===== src/rtl/control_sequencer.sv =====
// control_sequencer: multi-cycle FETCH/DECODE/EXEC/MEM/WB controller that
// drives the write strobes and mux selects of the PC/SP/memory block, plus a
// 16-bit retired-instruction counter.
// Optional feature macro: CTRL_HALT_EN (opcode 0xF parks the machine in HALT
// until reset; when undefined, 0xF decodes as a nop and `halted` is 0).
module control_sequencer (
    input  logic        clock,
    input  logic        reset,
    input  logic [15:0] inst,
    input  logic        cmp_true,
    output logic        PCWrite,
    output logic [2:0]  PCSrc,
    output logic        SPWrite,
    output logic [2:0]  SPSrc,
    output logic        InstWrite,
    output logic        MemWrite,
    output logic [1:0]  MemSrc,
    output logic [2:0]  MemDst,
    output logic        RegWrite,
    output logic [2:0]  state,
    output logic [15:0] icount,
    output logic        halted
);

    localparam logic [2:0] S_FETCH  = 3'd0;
    localparam logic [2:0] S_DECODE = 3'd1;
    localparam logic [2:0] S_EXEC   = 3'd2;
    localparam logic [2:0] S_MEM    = 3'd3;
    localparam logic [2:0] S_WB     = 3'd4;
    localparam logic [2:0] S_HALT   = 3'd5;

    localparam logic [3:0] OP_NOP  = 4'h0;
    localparam logic [3:0] OP_J    = 4'h1;
    localparam logic [3:0] OP_JR   = 4'h2;
    localparam logic [3:0] OP_LW   = 4'h3;
    localparam logic [3:0] OP_SW   = 4'h4;
    localparam logic [3:0] OP_PUSH = 4'h5;
    localparam logic [3:0] OP_POP  = 4'h6;
    localparam logic [3:0] OP_BEQ  = 4'h7;
    localparam logic [3:0] OP_HALT = 4'hF;

    logic [2:0]  state_q, state_d;
    logic [15:0] icount_q, icount_d;
    logic [3:0]  op;
    logic        is_alu;
    logic        retire;
    logic        unused_inst_bits;

    assign op               = inst[15:12];
    assign is_alu           = (op >= 4'h8) && (op <= 4'hE);
    assign unused_inst_bits = ^inst[11:0];

    // Next-state sequencing per instruction class
    always_comb begin
        state_d = state_q;
        case (state_q)
            S_FETCH:  state_d = S_DECODE;
            S_DECODE: begin
                case (op)
                    OP_NOP:                     state_d = S_FETCH;
                    OP_J, OP_JR, OP_BEQ:        state_d = S_EXEC;
                    OP_LW, OP_SW, OP_PUSH, OP_POP: state_d = S_MEM;
`ifdef CTRL_HALT_EN
                    OP_HALT:                    state_d = S_HALT;
`else
                    OP_HALT:                    state_d = S_FETCH;
`endif
                    default:                    state_d = S_EXEC;  // ALU 0x8-0xE
                endcase
            end
            S_EXEC:   state_d = is_alu ? S_WB : S_FETCH;
            S_MEM:    state_d = (op == OP_LW || op == OP_POP) ? S_WB : S_FETCH;
            S_WB:     state_d = S_FETCH;
`ifdef CTRL_HALT_EN
            S_HALT:   state_d = S_HALT;
`endif
            default:  state_d = S_FETCH;
        endcase
    end

    // One count per retired instruction; entering HALT also retires the 0xF
    always_comb begin
        retire   = ((state_q != S_FETCH) && (state_d == S_FETCH)) ||
                   ((state_q != S_HALT)  && (state_d == S_HALT));
        icount_d = icount_q + {15'd0, retire};
    end

    // State and counter registers, synchronous active-low reset
    always_ff @(posedge clock) begin
        if (!reset) begin
            state_q  <= S_FETCH;
            icount_q <= 16'd0;
        end else begin
            state_q  <= state_d;
            icount_q <= icount_d;
        end
    end

    // Strobe/select decode of state and opcode; strobes are masked during reset
    // so a mid-instruction reset never produces a partial write
    always_comb begin
        PCWrite   = 1'b0;
        PCSrc     = 3'd0;
        SPWrite   = 1'b0;
        SPSrc     = 3'd0;
        InstWrite = 1'b0;
        MemWrite  = 1'b0;
        MemSrc    = 2'd0;
        MemDst    = 3'd0;
        RegWrite  = 1'b0;
        case (state_q)
            S_FETCH: begin
                InstWrite = 1'b1;
                PCWrite   = 1'b1;
            end
            S_EXEC: begin
                case (op)
                    OP_J:   begin PCWrite = 1'b1;     PCSrc = 3'd1; end
                    OP_JR:  begin PCWrite = 1'b1;     PCSrc = 3'd2; end
                    OP_BEQ: begin PCWrite = cmp_true; PCSrc = 3'd4; end
                    default: ;
                endcase
            end
            S_MEM: begin
                case (op)
                    OP_LW:   MemSrc = 2'd2;
                    OP_SW:   begin MemSrc = 2'd2; MemWrite = 1'b1; end
                    OP_PUSH: begin
                        MemSrc   = 2'd1;
                        MemWrite = 1'b1;
                        SPWrite  = 1'b1;
                        SPSrc    = 3'd1;
                    end
                    OP_POP:  begin MemSrc = 2'd1; SPWrite = 1'b1; SPSrc = 3'd2; end
                    default: ;
                endcase
            end
            S_WB:    RegWrite = 1'b1;
            default: ;
        endcase
        if (!reset) begin
            PCWrite   = 1'b0;
            SPWrite   = 1'b0;
            InstWrite = 1'b0;
            MemWrite  = 1'b0;
            RegWrite  = 1'b0;
        end
    end

    assign state  = state_q;
    assign icount = icount_q;
`ifdef CTRL_HALT_EN
    assign halted = (state_q == S_HALT);
`else
    assign halted = 1'b0;
`endif

endmodule


===== config.mk =====
export PLATFORM = sky130hd
export DESIGN_NAME = control_sequencer
export DESIGN_NICKNAME = d
export VERILOG_FILES = /design/src/rtl/control_sequencer.sv
export SDC_FILE = /design/constraint.sdc
export NUM_CORES = 1
export LEC_CHECK = 0
export ABC_CLOCK_PERIOD_IN_PS = 5620
export CAP_MARGIN = 20
export CORE_ASPECT_RATIO = 1.1
export CORE_MARGIN = 5
export CORE_UTILIZATION = 45
export CTS_BUF_LIST = sky130_fd_sc_hd__clkbuf_4 sky130_fd_sc_hd__clkbuf_8
export DETAILED_ROUTE_END_ITERATION = 12
export PLACE_DENSITY = 0.88
export REMOVE_ABC_BUFFERS = 1
export SLEW_MARGIN = 5
export SYNTH_ARGS = -nofsm -noshare
export SYNTH_HDL_FRONTEND = slang
export SYNTH_SLANG_ARGS = --single-unit

===== constraint.sdc =====
create_clock -name clock -period 5.62 [get_ports clock]
set_input_delay 1.686 -clock clock [delete_from_list [all_inputs] [get_ports clock]]
set_output_delay 1.686 -clock clock [all_outputs]
set_load 0.05 [all_outputs]

[Word level (Yosys, flattened, before mapping)]
Memories as Yosys holds them, arrays and structs flattened.
Index checks and enable logic that the tools add are counted.
Storage, ports and cells
  bits in registers: 19
  memories: 1
  output and inout port bits: 36
  bits in read-only memories: 32
Memories
  (no name shown): depth 16, bits a word 2, read ports 1, clocked after Yosys merged registers in 0, wr ports 0, line 59  | case (op)
Cells by class
  add/sub/neg operators: 1
  reduce and logical (&&, ||, !) cells: 12
  multiplexer cells: 22
  equality and inequality tests: 13
  magnitude comparators: 2
Operators by type and width (count)
  16-bit by 1-bit adder with 16-bit output: 1
  4-bit by 3-bit == test with 1-bit output (second input constant): 4
  3-bit case mux with 4 select lines: 1
  1-bit 2-to-1 mux: 11
  3-bit 2-to-1 mux: 3
  3-bit case mux with 3 select lines: 1
  4-bit by 2-bit == test with 1-bit output (second input constant): 2
  2-bit case mux with 2 select lines: 2
  2-bit OR reduction: 4
  3-bit by 2-bit == test with 1-bit output (second input constant): 2
  3-bit == test (second input constant): 2
  3-bit zero test: 2
  4-bit by 1-bit == test with 1-bit output (second input constant): 1
  4-bit greater-or-equal comparator (second input constant): 1
  4-bit less-or-equal comparator (second input constant): 1
  2-bit 2-to-1 mux: 2
  1-bit case mux with 2 select lines: 2
  3-bit by 1-bit == test with 1-bit output (second input constant): 1
  1-bit logical AND: 3
  3-bit != test (second input constant): 1
  3-bit nonzero test: 1
  1-bit logical OR: 2

[Longest topological paths before layout]
  word-level depth: 8
  depth in mapped cells: 9

[Worst setup path before layout]
OpenSTA, ideal clock, no wires.
  path type: in2out
  start: in inst[15]
  end: out SPWrite
  arrival: 3.444 ns
  slack: 0.490 ns
  stages: 3
  path buffers: 0
  cells stage by stage: nand4bb_1 or2_2 a211oi_1
On the way
  word-level cells in the longest chain between the ends: 5
  elaborated cells on any way between the ends: 6
  classes of those cells: eq/ne (2); mux (3); reduce/logical (1)
RTL lines
  from (decl): line 9  | input logic [15:0] inst,
  4-bit by 3-bit == test with 1-bit output: line 125  | case (op)
  2-bit OR reduction (no line) (*)
  1-bit 2-to-1 mux (*): line 125
  1-bit 2-to-1 mux (*): line 111  | case (state_q)
  1-bit 2-to-1 mux (*): line 141  | if (!reset) begin
  to (decl): line 13  | output logic SPWrite,
Every way passes the cells marked *; elsewhere a longest branch is shown, timed or not.

[Worst setup path in the final report]
  start: in inst[13]
  end: out PCSrc[2]
On the way
  word-level cells in the longest chain between the ends: 3
  elaborated cells on any way between the ends: 5
  classes of those cells: eq/ne (3); mux (2)
RTL lines
  4-bit by 3-bit == test with 1-bit output (tied with other cells): line 117  | case (op)
  3-bit case mux with 3 select lines (*): line 117
  3-bit 2-to-1 mux (*): line 111
  to (decl): line 12  | output logic [2:0] PCSrc,
Marked as above.

==> results.toml <==
[run_status]
status = "complete, no violations"

[yosys]
syn-mean-instance-area_um2 = 7.97
synth.yosys.warnings = 0
synth_top_area_frac = 0.336
synth_top_cell_by_area = "sky130_fd_sc_hd__dfxtp_1"
seq_area_frac_synth = 0.336
post-synth-top-count-cell = "sky130_fd_sc_hd__dfxtp_1"
commonest_cells_in_the_synthesized_netlist = "sky130_fd_sc_hd__dfxtp_1, sky130_fd_sc_hd__nand2_1, sky130_fd_sc_hd__nor2_1, sky130_fd_sc_hd__nand2b_1, sky130_fd_sc_hd__a21oi_1"
ys_dominant_reg_cell = "sky130_fd_sc_hd__dfxtp_1"
synth.area.top_cells = "sky130_fd_sc_hd__dfxtp_1, sky130_fd_sc_hd__nand2b_1, sky130_fd_sc_hd__mux2i_1, sky130_fd_sc_hd__nand2_1, sky130_fd_sc_hd__nor4_1"
ys_seq_elements = 19
post_synth_inst_count = 142
synth_enable_flop_cells = 0
synth_cell_type_count = 41
mappedNetlistArea_mm2 = 0.00113
synthArstFlopShare = 0

[floorplan]
initial_cell_density_of_the_core = 0.462
placeableCoreArea_mm2 = 0.00245
core.rowCount = 19
die_width_um = 57.8
floorplan.die_area_mm2 = 0.00362
io_pins = 55
die_h_um = 62.6

[timing]
min_period_over_period = 0.949
grt_setup_unrepaired = "no"
slew_limit_fails = 0
finalWorstSetupSlack_ns = 0.285
fmax_mhz = 187
report.final.hold_viol_count = 0
worst-slew-pin-transition_ns = 0.512
finalSetupViolations = 0
finalCriticalPeriod_ns = 5.34
slew-limit-headroom = 0.658
fin_tns_setup_ns = 0
timing.clock.skew_ns = 0.000720

[setup_path]
crit_top_cell = "sky130_fd_sc_hd__clkdlybuf4s50_1"
crit_path_cell_trace = "clkdlybuf4s50_1 > and3_1 > nor2b_1 > clkdlybuf4s50_1"
critPathRequiredTime_ns = 3.93
worst-setup-path-type = "in -> out"
slowest_delay_ns = 0.82
critical-path-slowest-cell = "sky130_fd_sc_hd__clkdlybuf4s50_1"
sort_of_element_at_the_start_of_the_critical_path = "primary input"
cp_data_arrival_time_ns = 3.65
worstPathMaxFanout = 13
count_of_buffer_and_inverter_cells_on_the_critical_path = 2
setup.worst_path.end_class = "primary output"
kind_of_cell_adding_the_most_delay_to_the_critical_path = "buffers and inverters"

[worst_hold_path]
min-delay-path-class = "reg -> reg"

[place]
port_buffers = 37
post-place-ws_ns = 0.321
gp_congestion = 0.820
dp_hpwl_mm = 2.04

[cells_and_area]
antenna-diode-count = 0
layout_cells_sized_above_1 = 0.114
area_of_the_multi_input_gates_um2 = 678
syn2layout_area_growth_pct = 32.1
fillCellCount = 216
final_nets = 198
sequential_cell_area_um2 = 380

[clock_network]
cts_htree_levels = 1
clk-insertion-delay-late_ns = 0.29
ctsHoldBuffers = 0
cts-root-to-sink-buffers = 2
cts_clock_pin_slew_for_the_worst_setup_and_hold_paths_ns = 0.10
tritoncts_clock_tree = "yes"
cts_buffers = 3
cts_setup_buffers = 0
cts_root_buffer_type = "sky130_fd_sc_hd__clkbuf_4"
ctsResizeCount = 0
clock_tree_sinks = 19

[route]
detail_route.first_pass.iterations = 4
remaining_drc_errors = 0
wl_per_cell_um = 12.7
detailedRoute.firstIterationViolations = 15
vias = 1132
vias_per_cell = 5.47
finalWirelength_mm = 2.64
antenna_left = 0

[power_and_ir_drop]
leakage_power_figure_nw = 0.526
powerDensity_mw_per_mm2 = 183
power.ir.vdd_worst_mv = 0.120

[global_routing]
grt.total_usage = 0.148
global_route_wire_length_before_repair_mm = 4.46
pin_count_of_the_biggest_net_entering_global_routing = 16
via_count_of_the_first_global_routing_pass = 1056
antenna_violations_before_repair = 0
globalRouteOverflowTotal = 0

[run]
number_of_max_capacitance_violations_reported = 0
[registers in the layout, indices dropped and copies added (netlist names)]
signal	flops
icount	16
state	3
[metal layers]
metal	track usage	part of all wire	vias up
met3	0.0475	0.10	2
met1	0.161	0.42	501
met4	0.0406	0.0072	0
met5	0	0	-
li1	-	-	571
met2	0.266	0.47	58
[metrics by stage]
stage / power [W] / hold slack (ns) / utilization / cells / cell area, um^2
floorplan: 0.000183 / 0.675 / - / 134 / 1070
global placement: 0.000203 / 0.455 / 0.598 / 203 / 1460
detailed placement: 0.000204 / 0.483 / 0.598 / 203 / 1460
CTS: 0.000276 / 0.497 / 0.610 / 207 / 1490
global route: 0.000285 / 0.531 / 0.610 / 207 / 1490
finish: 0.000274 / 0.486 / 0.610 / 207 / 1490
[worst paths after layout]
kind	from	end	slack [ns]	cells past startpoint
max	inst[13]	PCSrc[2]	0.28	4
min	icount[15]$_SDFF_PN0_	icount[15]$_SDFF_PN0_	0.49	2
max reg2reg	state[2]$_SDFF_PN0_	icount[10]$_SDFF_PN0_	3.15	8
min reg2reg	icount[15]$_SDFF_PN0_	icount[15]$_SDFF_PN0_	0.49	2
[cell type report]
class,count,area share
Multi-Input combinational cell,112,0.454
Inverter,3,0.00754
Tap cell,31,0.0260
Clock buffer,4,0.0201
Timing Repair Buffer,38,0.238
Sequential cell,19,0.255
[where the power goes]
group | switching (W) | total (W) | internal, W | leakage [nW]
Combinational | 0.0000405 | 0.0000596 | 0.0000191 | 0.354
Sequential | 0.00000462 | 0.000142 | 0.000138 | 0.154
Clock | 0.0000397 | 0.0000722 | 0.0000324 | 0.0184
Total | 0.0000849 | 0.000274 | 0.000189 | 0.526
[cell families (layout without fill, tap and decap cells)]
group	after synthesis	in the layout	synth area share
adders and majority gates	2	2	0.0221
muxes	5	5	0.0442
and+or+nand+nor	73	73	0.365
xor gates and xnor gates	3	3	0.0232
DFF	19	19	0.336
buffers and inverters	15	45	0.0774
other	1	5	0.00332
AOI/OAI and AO/OA	24	24	0.128
[layout by cell type, fill, tap and decap left out, types with 4 or more instances in the layout]
master / n
sky130_fd_sc_hd__nand2_1: 12
sky130_fd_sc_hd__nor2_1: 11
sky130_fd_sc_hd__nor4_1: 7
sky130_fd_sc_hd__clkdlybuf4s50_1: 28
sky130_fd_sc_hd__nand4_1: 4
sky130_fd_sc_hd__dfxtp_1: 19
sky130_fd_sc_hd__clkbuf_4: 4
sky130_fd_sc_hd__mux2i_1: 5
sky130_fd_sc_hd__o21ai_0: 7
sky130_fd_sc_hd__buf_4: 10
sky130_fd_sc_hd__conb_1: 5
sky130_fd_sc_hd__nand2b_1: 9
sky130_fd_sc_hd__nand3_1: 7
sky130_fd_sc_hd__a21oi_1: 8
[worst min-delay path, delay by kind of cell, from the launching register on]
kind	cells	cell delay (ns)
DFF	1	0.33
and+or+nand+nor	1	0.06
muxes	1	0.06
(Power assumes the default switching activity.)
